==> config.mk <==
export PLATFORM = sky130hd
export DESIGN_NAME = arp_tx_sched
export DESIGN_NICKNAME = d
export VERILOG_FILES = /design/src/rtl/arp_tx_sched.sv
export SDC_FILE = /design/constraint.sdc
export NUM_CORES = 1
export LEC_CHECK = 0
export ABC_CLOCK_PERIOD_IN_PS = 2000
export CAP_MARGIN = 15
export CORE_ASPECT_RATIO = 0.7
export CORE_MARGIN = 5
export CORE_UTILIZATION = 47
export DETAILED_ROUTE_END_ITERATION = 7
export HOLD_SLACK_MARGIN = 0.1
export PLACE_DENSITY_LB_ADDON = 0.25
export SLEW_MARGIN = 25
export SYNTH_ARGS = -nofsm -noshare
export SYNTH_HDL_FRONTEND = slang
export SYNTH_SLANG_ARGS = --single-unit
==> constraint.sdc <==
create_clock -name clk -period 2 [get_ports clk]
set_input_delay 0.4 -clock clk [delete_from_list [all_inputs] [get_ports clk]]
set_output_delay 0.4 -clock clk [all_outputs]
set_load 0.01 [all_outputs]
==> src/rtl/arp_tx_sched.sv <==
// Pending ARP reply queue and frame sequencer: feeds the reply encoder onto the shared MAC TX path, one frame at a time.
// Latency: tx_req rises 1 cycle after a push into an idle, empty queue; enc_en follows 1 cycle after tx_grant.
// Backpressure: req_ready = !full (no same-cycle pop look-ahead); refused pushes bump a saturating drop_cnt. Optional ARP_DEDUP_EN merges pushes by tpa.
module arp_tx_sched #(
    parameter int DEPTH       = 4,
    parameter int PAYLOAD_LEN = 28,
    parameter int GAP_CYCLES  = 12
) (
    input  logic        clk,
    input  logic        rst,
    input  logic        req_valid,
    output logic        req_ready,
    input  logic [47:0] req_tha,
    input  logic [31:0] req_tpa,
    output logic        tx_req,
    input  logic        tx_grant,
    output logic        enc_en,
    output logic [47:0] enc_tha,
    output logic [31:0] enc_tpa,
    output logic        tx_last,
    output logic        busy,
    output logic [7:0]  drop_cnt
);

    localparam int AW = $clog2(DEPTH);
    localparam int BW = (PAYLOAD_LEN > 1) ? $clog2(PAYLOAD_LEN) : 1;
    localparam int GW = (GAP_CYCLES > 1) ? $clog2(GAP_CYCLES) : 1;
    localparam logic [BW-1:0] BYTE_LAST = BW'(PAYLOAD_LEN - 1);
    localparam logic [GW-1:0] GAP_LAST  = GW'((GAP_CYCLES > 0) ? GAP_CYCLES - 1 : 0);

    typedef enum logic [1:0] {IDLE, REQ, SEND, GAP} state_t;

    state_t        state_q, state_d;
    logic [AW:0]   wr_ptr_q, wr_ptr_d;
    logic [AW:0]   rd_ptr_q, rd_ptr_d;
    logic [47:0]   tha_mem_q [DEPTH];
    logic [47:0]   tha_mem_d [DEPTH];
    logic [31:0]   tpa_mem_q [DEPTH];
    logic [31:0]   tpa_mem_d [DEPTH];
    logic [BW-1:0] byte_cnt_q, byte_cnt_d;
    logic [GW-1:0] gap_cnt_q, gap_cnt_d;
    logic          tx_req_q, tx_req_d;
    logic          enc_en_q, enc_en_d;
    logic [47:0]   enc_tha_q, enc_tha_d;
    logic [31:0]   enc_tpa_q, enc_tpa_d;
    logic          tx_last_q, tx_last_d;
    logic [7:0]    drop_cnt_q, drop_cnt_d;

    logic          empty, full;
    logic          push_fire, store, overwrite, pop;
    logic          dup_hit, head_busy;
    logic [AW-1:0] dup_idx;
    logic [AW-1:0] head_idx;
    logic [47:0]   head_tha;
    logic [31:0]   head_tpa;

    // The extra wrap bit separates full from empty when the index bits match.
    assign empty    = (wr_ptr_q == rd_ptr_q);
    assign full     = (wr_ptr_q[AW] != rd_ptr_q[AW]) && (wr_ptr_q[AW-1:0] == rd_ptr_q[AW-1:0]);
    assign head_idx = rd_ptr_q[AW-1:0];

`ifdef ARP_DEDUP_EN
    logic [AW:0]      occ;
    logic [DEPTH-1:0] entry_vld;

    assign occ = wr_ptr_q - rd_ptr_q;

    // An entry is live when its distance from the head is below the occupancy.
    always_comb begin
        entry_vld = '0;
        for (int i = 0; i < DEPTH; i++) begin
            entry_vld[i] = ({1'b0, AW'(i) - head_idx} < occ);
        end
    end

    // First live entry whose tpa matches the incoming push (tpas stay unique, so at most one).
    always_comb begin
        dup_hit = 1'b0;
        dup_idx = '0;
        for (int i = 0; i < DEPTH; i++) begin
            if (!dup_hit && entry_vld[i] && (tpa_mem_q[i] == req_tpa)) begin
                dup_hit = 1'b1;
                dup_idx = AW'(i);
            end
        end
    end

    // The head is frozen once its frame has been requested; a duplicate of it is discarded.
    assign head_busy = ((state_q == REQ) || (state_q == SEND)) && (dup_idx == head_idx);
`else
    assign dup_hit   = 1'b0;
    assign dup_idx   = '0;
    assign head_busy = 1'b0;
`endif

    assign push_fire = req_valid && !full;
    assign store     = push_fire && !dup_hit;
    assign overwrite = push_fire && dup_hit && !head_busy;
    assign pop       = (state_q == SEND) && (byte_cnt_q == BYTE_LAST);

    // A same-cycle overwrite of the head is forwarded so the IDLE latch sees the newest tha.
    assign head_tha = (overwrite && (dup_idx == head_idx)) ? req_tha : tha_mem_q[head_idx];
    assign head_tpa = tpa_mem_q[head_idx];

    // Queue storage, pointers and the saturating drop counter.
    always_comb begin
        tha_mem_d  = tha_mem_q;
        tpa_mem_d  = tpa_mem_q;
        wr_ptr_d   = wr_ptr_q;
        rd_ptr_d   = rd_ptr_q;
        drop_cnt_d = drop_cnt_q;
        if (store) begin
            tha_mem_d[wr_ptr_q[AW-1:0]] = req_tha;
            tpa_mem_d[wr_ptr_q[AW-1:0]] = req_tpa;
            wr_ptr_d = wr_ptr_q + 1'b1;
        end
        if (overwrite) begin
            tha_mem_d[dup_idx] = req_tha;
        end
        if (pop) begin
            rd_ptr_d = rd_ptr_q + 1'b1;
        end
        if (req_valid && full && (drop_cnt_q != 8'hFF)) begin
            drop_cnt_d = drop_cnt_q + 8'd1;
        end
    end

    // Frame sequencer: next state plus next values of every registered output.
    always_comb begin
        state_d    = state_q;
        byte_cnt_d = byte_cnt_q;
        gap_cnt_d  = gap_cnt_q;
        tx_req_d   = tx_req_q;
        enc_en_d   = enc_en_q;
        enc_tha_d  = enc_tha_q;
        enc_tpa_d  = enc_tpa_q;
        tx_last_d  = 1'b0;
        case (state_q)
            IDLE: begin
                if (!empty) begin
                    enc_tha_d = head_tha;
                    enc_tpa_d = head_tpa;
                    tx_req_d  = 1'b1;
                    state_d   = REQ;
                end
            end
            REQ: begin
                if (tx_grant) begin
                    byte_cnt_d = '0;
                    enc_en_d   = 1'b1;
                    tx_last_d  = (PAYLOAD_LEN == 1);
                    state_d    = SEND;
                end
            end
            SEND: begin
                // Grant is not re-examined: a started frame always runs to completion.
                if (byte_cnt_q == BYTE_LAST) begin
                    enc_en_d  = 1'b0;
                    tx_req_d  = 1'b0;
                    gap_cnt_d = '0;
                    state_d   = (GAP_CYCLES == 0) ? IDLE : GAP;
                end else begin
                    byte_cnt_d = byte_cnt_q + 1'b1;
                    tx_last_d  = ((byte_cnt_q + 1'b1) == BYTE_LAST);
                end
            end
            GAP: begin
                if (gap_cnt_q == GAP_LAST) begin
                    state_d = IDLE;
                end else begin
                    gap_cnt_d = gap_cnt_q + 1'b1;
                end
            end
            default: state_d = IDLE;
        endcase
    end

    // State registers; reset abandons any frame in flight and empties the queue.
    always_ff @(posedge clk or negedge rst) begin
        if (!rst) begin
            state_q    <= IDLE;
            wr_ptr_q   <= '0;
            rd_ptr_q   <= '0;
            byte_cnt_q <= '0;
            gap_cnt_q  <= '0;
            tx_req_q   <= 1'b0;
            enc_en_q   <= 1'b0;
            enc_tha_q  <= '0;
            enc_tpa_q  <= '0;
            tx_last_q  <= 1'b0;
            drop_cnt_q <= '0;
            for (int i = 0; i < DEPTH; i++) begin
                tha_mem_q[i] <= '0;
                tpa_mem_q[i] <= '0;
            end
        end else begin
            state_q    <= state_d;
            wr_ptr_q   <= wr_ptr_d;
            rd_ptr_q   <= rd_ptr_d;
            byte_cnt_q <= byte_cnt_d;
            gap_cnt_q  <= gap_cnt_d;
            tx_req_q   <= tx_req_d;
            enc_en_q   <= enc_en_d;
            enc_tha_q  <= enc_tha_d;
            enc_tpa_q  <= enc_tpa_d;
            tx_last_q  <= tx_last_d;
            drop_cnt_q <= drop_cnt_d;
            for (int i = 0; i < DEPTH; i++) begin
                tha_mem_q[i] <= tha_mem_d[i];
                tpa_mem_q[i] <= tpa_mem_d[i];
            end
        end
    end

    assign req_ready = !full;
    assign tx_req    = tx_req_q;
    assign enc_en    = enc_en_q;
    assign enc_tha   = enc_tha_q;
    assign enc_tpa   = enc_tpa_q;
    assign tx_last   = tx_last_q;
    assign drop_cnt  = drop_cnt_q;
    assign busy      = (state_q != IDLE) || !empty;

endmodule
==> results of run 1 <==
flip-flops by register name (all words and copies together), names as in the netlist, 2 cells and up:
name / count
state_q: 2
enc_tha: 48
tpa_mem_q: 128
drop_cnt: 8
enc_tpa: 32
wr_ptr_q: 3
rd_ptr_q: 3
byte_cnt_q: 5
gap_cnt_q: 4
tha_mem_q: 192
area by class of cell:
cell class / instances / area, um^2 / share of cell area, %
Inverter: 7 / 26.3 / 0.109
Clock buffer: 63 / 1240 / 5.14
Tap cell: 544 / 681 / 2.81
Clock inverter: 13 / 184 / 0.760
Timing Repair Buffer: 262 / 2860 / 11.8
Sequential cell: 428 / 10700 / 44.3
Multi-Input combinational cell: 604 / 8470 / 35.0
synthesized netlist by cell type (9+ instances only):
master / instances
buf_2: 16
buf_8: 36
clkbuf_1: 9
dfrtp_1: 428
ha_1: 14
mux2_2: 80
mux2_4: 319
mux4_2: 80
nand2_1: 13
o21ai_0: 10
xor2_1: 9
power breakdown:
group	switching, W	internal, W
Combinational	0.00528	0.0110
Clock	0.00337	0.00483
Sequential	0.00264	0.0131
Total	0.0113	0.0289
how the worst min path moves through the flow:
stage	from	slack, ps	endpoint	cells after the start
after floorplan	rst	100	byte_cnt_q[0]	0
after global placement	rst	370	enc_tha[43]	1
after detailed placement	rst	360	enc_tha[41]	1
after CTS	rst	380	tpa_mem_q[5]	2
after global routing	rst	390	tpa_mem_q[69]	2
final	rst	370	enc_tha[43]	2
stage by stage:
step | hold WS (ps) | worst slack (ps) | area, um^2 | power, W | setup TNS, ps
2_1_floorplan | 104 | 77.1 | 19800 | 0.0266 | 0
3_3_place_gp | 369 | -299 | 22500 | 0.0312 | -81180
3_5_place_dp | 362 | -302 | 22500 | 0.0316 | -84150
4_1_cts | 381 | -151 | 24100 | 0.0403 | -5360
5_1_grt | 390 | -190 | 24200 | 0.0424 | -28150
6_report | 366 | -102 | 24200 | 0.0402 | -2490
routing by layer:
layer  share of wire (%)  GRT usage [%]  up-vias
met2                  45           28.2      190
met4                 1.4           3.41        6
li1                    -              -     4554
met5                0.13              0        -
met3                 4.7           3.76       53
met1                  48           26.3     5465
cell usage in the layout, fill, tap and decap left out, types with 2 or more instances in the layout:
master             n
clkbuf_16         47
dfrtp_1          421
nor2_1             8
and2_4             4
buf_6              5
mux2_4           319
nand4_1            4
nand3_1            8
nor4_1             2
buf_16             3
inv_1              7
a211oi_1           2
a21oi_1            8
a22o_1             4
nor3b_1            2
mux2_2            80
buf_12            26
xor2_1             8
xnor2_1            5
o21ai_0           10
clkbuf_1          12
nor3_1             5
clkdlybuf4s50_1  173
xor2_2             2
bufinv_16          4
clkinv_2           6
xnor2_4            2
clkbuf_8           7
nand2b_1           4
mux2_1             8
mux4_2            80
dfrtp_2            5
nand2_1           13
ha_1              13
dfrtp_4            2
buf_4             49
timing repair:
item,in CTS,in global routing
pin swaps,2,1
resized for setup,17,12
gates cloned,1,4
buffers inserted,5,0
hold buffers,1,0
endpoints found under the setup margin,309,394
hold endpoints to repair,33,0
cells by family (layout without fill, tap and decap cells):
group	count (synthesis)	after routing	synth area share [%]
adder cells (fa/ha/maj)	14	14	0.885
AND/OR/NAND/NOR	56	56	1.48
multiplexers	487	487	38.3
AO/OA/AOI/OAI	30	30	0.979
buffers and inverters	70	345	3.48
XOR/XNOR	17	17	0.790
flip-flops	428	428	54.1
==> results.ini, run 1 <==
[timing]
grt_setup_unrepaired=true
skew_ps=17.0
fmax_ghz=0.476
setup_slack_ps=-102
hold_violations=0
relSlewSlack_pct=66.3
setup_viol=157
worstMarginPinSlew_ps=506
slew_violations=0
post-route-min-period_ps=2100
post-route-period-util_pct=105

[worst_setup_path]
cp.buffers_inverters=2
arrival_ps=1700
regToRegEndpoint=tha_mem_q[82]
end_kind=primary output
endpoint=busy
max_stage_delay_ps=520
cp_num_cells=4
worstSetupPathType=reg2out
start_kind=flop
cp_top_family=flip-flops
ff2ff_setup_slack_ps=-40
cp_slowest_cell=dfrtp_4
reg2reg_depth=5
required_ps=1600
startpoint=rd_ptr_q[0]
path_max_fanout=3
crit_chain=xnor2_4 > buf_6 > nand4_1 > buf_2
r2r-start=rd_ptr_q[0]

[synth]
synth_cells=1102
yosysTopAreaCellShare_pct=54.1
yosysTopAreaCell=dfrtp_1
yosysSeqAreaShare_pct=54.1
synth_edf_count=0
yosys_warnings=0
ys.flop_type=dfrtp_1
syn_nets=1200
ys_ff_latch=428
async_reset_ff_share_pct=100
ys_types=39
avgSynthCellArea_um2=18.0
synth_area_mm2=0.0198
ys_top_cells_by_area=dfrtp_1 (54%), mux2_4 (24%), mux4_2 (9.1%), mux2_2 (4.5%), buf_8 (2.7%)

[placement]
dp_hpwl_um=27100
gp_congestion=0.742
io_buffers=176
dp_cells=1834

[detailed_routing]
viasPerCell=5.35
drt-initial-drc-count=486
wl_um=42400
drc=0
num_vias=10300
dr.pass1.iters=4
drtAntennaViolNets=0
avgRoutedWirePerCell_um=22.1

[clock_network]
tritoncts=done
clock-root-buffer=clkbuf_16
worstSkewPairLatency_ps=550
clock_path_buffers=3
cts_made_buffers=43
htreeDepth=2
clkSlewWorstSetupHoldPaths_ps=60
cts_sinks=428

[finish]
drive_above_1_share_pct=47.1
final.fill_count=3143
utilization_pct=58.5
area.growth.synth_to_final_pct=22.2
layoutNonFillerInstCount=1921
fin_nets=1444
antenna_cells=0

[floorplanning]
num_rows=62
die_area_mm2=0.0464
die_y_um=182
core_area_mm2=0.0413
start_util_pct=47.9
ios=177
fp.dieW_um=255

[global_routing]
grt_antenna_before_repair=3
overflow=0
grt_pass1_vias=11400
grt_max_degree=52
grt_usage_pct=17.9
grt_pass1_wl_um=67500

[pwr]
ir_drop_mv=0.724
p_leak_nw=10.5
power.density_mw_per_mm2=1660

[run_status]
status=finished with violations
violations=negative setup slack

[run]
drv_cap=0

[min_path]
hp-class=in2async

Power figures use the tool's default switching activity.
==> run 2: changes to the inputs <==
- CELL_PAD_IN_SITES_DETAIL_PLACEMENT: not set -> 0
- CELL_PAD_IN_SITES_GLOBAL_PLACEMENT: not set -> 1
- CORE_MARGIN: 5 -> not set
- CORE_UTILIZATION: 47 -> 45
==> run 2 against run 1 <==
Compared with the run above: cell count up 1.4%; clock power down 4.6%; largest cell class unchanged; register-to-register slack worse by 80 ps; the run still ends with negative setup slack left; largest power group unchanged; clock-buffer cell count down 5; sequential share of layout area up 0.20 points.
==> results.ini, run 2 (synthesis results as in run 1) <==
[finish]
top_register=tha_mem_q  ; unchanged
layout_common_cells=dfrtp_1 (426), mux2_4 (319), clkdlybuf4s50_1 (173), mux2_2 (80), mux4_2 (80)  ; was dfrtp_1 (421), mux2_4 (319), clkdlybuf4s50_1 (173), mux2_2 (80), mux4_2 (80)
stdcell_area_mm2=0.0241  ; was 0.0242 mm^2
final.fill_count=3373  ; was 3143
layoutNonFillerInstCount=1948  ; was 1921
final_common_cell=dfrtp_1  ; unchanged
drive_above_1_share_pct=46.6  ; was 47.1%
fin_nets=1435  ; was 1444
area.growth.synth_to_final_pct=21.5  ; was 22.2%
largest_register_ffs=192  ; unchanged

[detailed_routing]
wl_um=41400  ; was 42400 um
num_vias=10300  ; about the same
avgRoutedWirePerCell_um=21.3  ; was 22.1 um
drtAntennaViolNets=0  ; unchanged
viasPerCell=5.27  ; was 5.35
drt-initial-drc-count=620  ; was 486
drc=0  ; unchanged
dr.pass1.iters=4  ; unchanged

[clock_network]
clkSlewWorstSetupHoldPaths_ps=60  ; about the same
worstSkewPairLatency_ps=540  ; was 550 ps
clock_path_buffers=3  ; unchanged
cts_made_buffers=43  ; unchanged
clock-root-buffer=clkbuf_16  ; unchanged
tritoncts=done  ; unchanged
cts_sinks=428  ; unchanged
htreeDepth=2  ; unchanged

[run]
drv_cap=0  ; unchanged

[global_routing]
grt_max_degree=83  ; was 52
grt_pass1_vias=11100  ; was 11400
grt_usage_pct=19.3  ; was 17.9%
grt_antenna_before_repair=5  ; was 3
grt_pass1_wl_um=66700  ; was 67500 um
overflow=0  ; unchanged

[floorplanning]
fp.dieW_um=253  ; was 255 um
core_area_mm2=0.0429  ; was 0.0413 mm^2
ios=177  ; unchanged
die_area_mm2=0.0449  ; was 0.0464 mm^2
start_util_pct=46.2  ; was 47.9%
die_y_um=178  ; was 182 um
num_rows=63  ; was 62

[timing]
post-route-period-util_pct=106  ; was 105%
whs_ps=353  ; was 366 ps
fmax_ghz=0.472  ; was 0.476 GHz
relSlewSlack_pct=61.0  ; was 66.3%
setup_slack_ps=-117  ; was -102 ps
worstMarginPinSlew_ps=585  ; was 506 ps
grt_setup_unrepaired=true  ; unchanged
hold_violations=0  ; unchanged
setup_viol=329  ; was 157
post-route-min-period_ps=2120  ; was 2100 ps
skew_ps=11.1  ; was 17.0 ps
slew_violations=0  ; unchanged

[worst_setup_path]
crit_chain=xor2_2 > buf_4 > a31oi_2 > and2_4 > buf_12 > mux2_4  ; was xnor2_4 > buf_6 > nand4_1 > buf_2
cp_slowest_cell=dfrtp_1  ; was dfrtp_4
arrival_ps=2540  ; was 1700 ps
required_ps=2420  ; was 1600 ps
r2r-start=wr_ptr_q[2]  ; was rd_ptr_q[0]
startpoint=wr_ptr_q[2]  ; was rd_ptr_q[0]
ff2ff_setup_slack_ps=-120  ; was -40 ps
path_max_fanout=22  ; was 3
worstSetupPathType=reg2reg  ; was reg2out
max_stage_delay_ps=430  ; was 520 ps
start_kind=flop  ; unchanged
endpoint=tpa_mem_q[26]  ; was busy
end_kind=flop  ; was primary output
reg2reg_depth=6  ; was 5
regToRegEndpoint=tpa_mem_q[26]  ; was tha_mem_q[82]

[placement]
place_area_mm2=0.0226  ; was 0.0225 mm^2
dp_slack_ps=-358  ; was -302 ps
io_buffers=176  ; unchanged
dp_cells=1870  ; was 1834
gp_congestion=0.747  ; was 0.742
dp_hpwl_um=26300  ; was 27100 um

[pwr]
p_leak_nw=10.4  ; was 10.5 nW
power.density_mw_per_mm2=1650  ; was 1660 mW/mm^2
power.total_w=0.0396  ; was 0.0402 W
ir_drop_mv=0.655  ; was 0.724 mV

[run_status]
violations=negative setup slack  ; unchanged
status=finished with violations  ; unchanged

[min_path]
hp-class=in2async  ; unchanged

-- run 2: cell types whose count changed in the layout (fill, tap and decap cells not counted), moves of 2 or more --
| cell | previous run | this run |
|---|---|---|
| buf_12 | 26 | 32 |
| buf_16 | 3 | 0 |
| buf_4 | 49 | 37 |
| bufinv_16 | 4 | 1 |
| clkbuf_1 | 12 | 6 |
| clkbuf_16 | 47 | 45 |
| clkinv_2 | 6 | 9 |
| dfrtp_1 | 421 | 426 |
| dfrtp_2 | 5 | 0 |
-- run 2: through the flow --
stage               util [%]  TNS [ps]
finish                  56.1    -21270
global route            56.1    -64530
CTS                     56.1    -28040
detailed placement      52.6    -97600
global placement        52.6    -94890
floorplan                  -         0
-- run 2: worst max-delay path: cells and delay by family, from the launching register on --
kind | cells | cell delay [ps]
AOI/OAI and AO/OA | 1 | 280
xor gates and xnor gates | 1 | 200
buffers and inverters | 2 | 410
DFF | 1 | 430
muxes | 1 | 320
and+or+nand+nor | 1 | 320
-- run 2: routing by layer --
metal / GRT usage [%] / vias up / share of wire [%]
met5: 0 / - / 0.16
met4: 4.12 / 8 / 1.4
met3: 3.96 / 59 / 4.0
met2: 28.8 / 168 / 45
met1: 28.9 / 5509 / 49
li1: - / 4513 / -
-- run 2: what timing repair did --
item                                    CTS  global route
buffers inserted                          3             1
endpoints found under the setup margin  222           397
pin swaps                                 4             0
hold buffers                              1             0
resized for setup                        21             0
endpoints found under the hold margin    26             0
cloned                                    2             0
-- run 2: worst min path at each step --
stage | startpoint | to | slack (ps) | depth (start not counted)
CTS | rst | enc_tpa[3] | 350 | 2
detailed placement | rst | enc_tpa[6] | 330 | 1
floorplan | rst | byte_cnt_q[0] | 100 | 0
finish | rst | tpa_mem_q[70] | 350 | 2
global route | rst | enc_tpa[1] | 370 | 2
global placement | rst | enc_tpa[5] | 330 | 1
-- run 2: power by group --
group / internal (W) / switching, W
registers: 0.0131 / 0.00260
logic: 0.0109 / 0.00518
clock network: 0.00447 / 0.00335
total: 0.0285 / 0.0111
-- run 2: cell type report --
type                       count  area [um^2]  area share, %
clock buffer                  58         1240           5.17
sequential                   428        10700           44.5
multi-input combinational    605         8470           35.2
antenna                        1         2.50         0.0104
timing repair buffer         252         2780           11.5
clock inverter                12         93.8          0.390
inverter                       7         26.3          0.109
tap                          585          732           3.04
==> run 3: changes to the inputs <==
- SKIP_LAST_GASP: not set -> 1
==> run 3 against run 2 <==
Compared with the run above: the run still ends with negative setup slack left; power hardly changed; clock skew hardly changed; die area unchanged; combinational power is essentially flat; worst hold slack hardly changed; critical endpoint is now busy; maximum frequency fell by 0.65%; cell count unchanged; global-route usage did not move; core utilization hardly changed.
==> results.ini, run 3 (synthesis results as in run 1) <==
[run_status]
status=finished with violations  ; unchanged
violations=negative setup slack  ; unchanged

[pwr]
p_leak_nw=10.4  ; about the same
power.density_mw_per_mm2=1650  ; about the same
ir_drop_mv=0.655  ; about the same

[finish]
multi_input_area_mm2=0.00847  ; unchanged
final_common_cell=dfrtp_1  ; unchanged
register_area_mm2=0.0107  ; unchanged
fin_nets=1435  ; unchanged
top_register=tha_mem_q  ; unchanged
drive_above_1_share_pct=46.5  ; was 46.6%
area.growth.synth_to_final_pct=21.6  ; was 21.5%
largest_register_ffs=192  ; unchanged
utilization_pct=56.1  ; about the same
final.fill_count=3373  ; unchanged
layout_common_cells=dfrtp_1 (426), mux2_4 (319), clkdlybuf4s50_1 (173), mux2_2 (80), mux4_2 (80)  ; unchanged

[worst_setup_path]
startpoint=rd_ptr_q[0]  ; was wr_ptr_q[2]
r2r-start=wr_ptr_q[2]  ; unchanged
cp_num_cells=3  ; was 6
path_max_fanout=4  ; was 22
cp.buffers_inverters=1  ; was 2
reg2reg_depth=6  ; unchanged
arrival_ps=1730  ; was 2540 ps
worstSetupPathType=reg2out  ; was reg2reg
ff2ff_setup_slack_ps=-120  ; about the same
start_kind=flop  ; unchanged
endpoint=busy  ; was tpa_mem_q[26]
regToRegEndpoint=tpa_mem_q[26]  ; unchanged
max_stage_delay_ps=500  ; was 430 ps
cp_slowest_cell=dfrtp_4  ; was dfrtp_1
end_kind=primary output  ; was flop
crit_chain=xnor2_4 > nand4_1 > buf_2  ; was xor2_2 > buf_4 > a31oi_2 > and2_4 > buf_12 > mux2_4
cp_top_family=flip-flops  ; unchanged
required_ps=1600  ; was 2420 ps

[clock_network]
cts_made_buffers=43  ; unchanged
tritoncts=done  ; unchanged
htreeDepth=2  ; unchanged
clkSlewWorstSetupHoldPaths_ps=60  ; about the same
cts_sinks=428  ; unchanged
clock_path_buffers=3  ; unchanged
worstSkewPairLatency_ps=540  ; about the same
clock-root-buffer=clkbuf_16  ; unchanged

[floorplanning]
num_rows=63  ; unchanged
die_area_mm2=0.0449  ; unchanged
core_area_mm2=0.0429  ; unchanged
fp.dieW_um=253  ; unchanged
start_util_pct=46.2  ; unchanged
die_y_um=178  ; unchanged
ios=177  ; unchanged

[timing]
relSlewSlack_pct=61.0  ; about the same
slew_violations=0  ; unchanged
setup_viol=330  ; was 329
setup_slack_ps=-130  ; was -117 ps
skew_ps=11.0  ; was 11.1 ps
worstMarginPinSlew_ps=585  ; about the same
grt_setup_unrepaired=true  ; unchanged
post-route-min-period_ps=2130  ; was 2120 ps
post-route-period-util_pct=107  ; was 106%
fmax_ghz=0.469  ; was 0.472 GHz
hold_violations=0  ; unchanged

[global_routing]
grt_usage_pct=19.3  ; unchanged
grt_pass1_vias=11100  ; about the same
grt_antenna_before_repair=5  ; unchanged
grt_pass1_wl_um=66700  ; about the same
overflow=0  ; unchanged
grt_max_degree=83  ; unchanged

[detailed_routing]
drt-initial-drc-count=611  ; was 620
drtAntennaViolNets=0  ; unchanged
viasPerCell=5.26  ; was 5.27
dr.pass1.iters=4  ; unchanged
avgRoutedWirePerCell_um=21.3  ; about the same
drc=0  ; unchanged
wl_um=41400  ; about the same
num_vias=10200  ; was 10300

[min_path]
hp-class=in2async  ; unchanged

[run]
drv_cap=0  ; unchanged

[placement]
gp_congestion=0.747  ; unchanged
dp_slack_ps=-358  ; unchanged
dp_hpwl_um=26300  ; unchanged
io_buffers=176  ; unchanged

-- run 3: changes by cell type in the layout (fill, tap and decap cells not counted) --
cell           change
buf_2              -1
dlygate4sd2_1      +1
-- run 3: final cells by class --
| type | instances | area share (%) |
|---|---|---|
| Antenna cell | 1 | 0.0104 |
| Clock inverter | 12 | 0.390 |
| Multi-Input combinational cell | 605 | 35.2 |
| Timing Repair Buffer | 252 | 11.6 |
| Sequential cell | 428 | 44.5 |
| Clock buffer | 58 | 5.17 |
| Tap cell | 585 | 3.04 |
| Inverter | 7 | 0.109 |
-- run 3: repair_timing --
action | in CTS | in global routing
pin swaps | 4 | 0
hold buffers | 1 | 0
resized for setup | 18 | 0
endpoints found under the hold margin | 26 | 0
endpoints found under the setup margin | 222 | 397
cloned | 2 | 0
setup buffers | 3 | 1
-- run 3: power breakdown --
part	internal [W]	switching, W	total [W]
combinational	0.0109	0.00518	0.0161
clock	0.00447	0.00335	0.00782
sequential	0.0131	0.00260	0.0157
-- run 3: through the flow --
stage                     area (um^2)  total power [W]  instances  hold slack, ps  setup TNS, ps
final                           24100           0.0396       1948             353         -21360
after global routing            24100           0.0418       1947             367         -64680
after CTS                       24100           0.0400       1946             347         -28160
after detailed placement        22600           0.0316       1870             326         -97600
after global placement          22600           0.0312       1870             330         -94890
after floorplan                 19800           0.0266       1102             104              0
-- run 3: how the worst min path moves through the flow --
| stage | endpoint | slack [ps] |
|---|---|---|
| after floorplan | byte_cnt_q[0] | 100 |
| after global placement | enc_tpa[5] | 330 |
| after detailed placement | enc_tpa[6] | 330 |
| after CTS | enc_tpa[3] | 350 |
| after global routing | enc_tpa[1] | 370 |
| final | tpa_mem_q[70] | 350 |
-- run 3: routing by layer --
metal	vias to the layer above	part of all wire, %	global-route usage (%)	wire (um)
met5	-	0.16	0	66
li1	4513	-	-	-
met1	5488	49	28.9	20400
met3	59	4.0	3.96	1660
met2	170	45	28.8	18700
met4	8	1.4	4.12	597
-- run 3: worst register-to-register path: cells and delay by family, from the launching register on --
kind	cells	cell delay, ps
DFF	1	430
buffers and inverters	2	410
muxes	1	340
and+or+nand+nor	1	320
AOI/OAI and AO/OA	1	290
xor gates and xnor gates	1	200
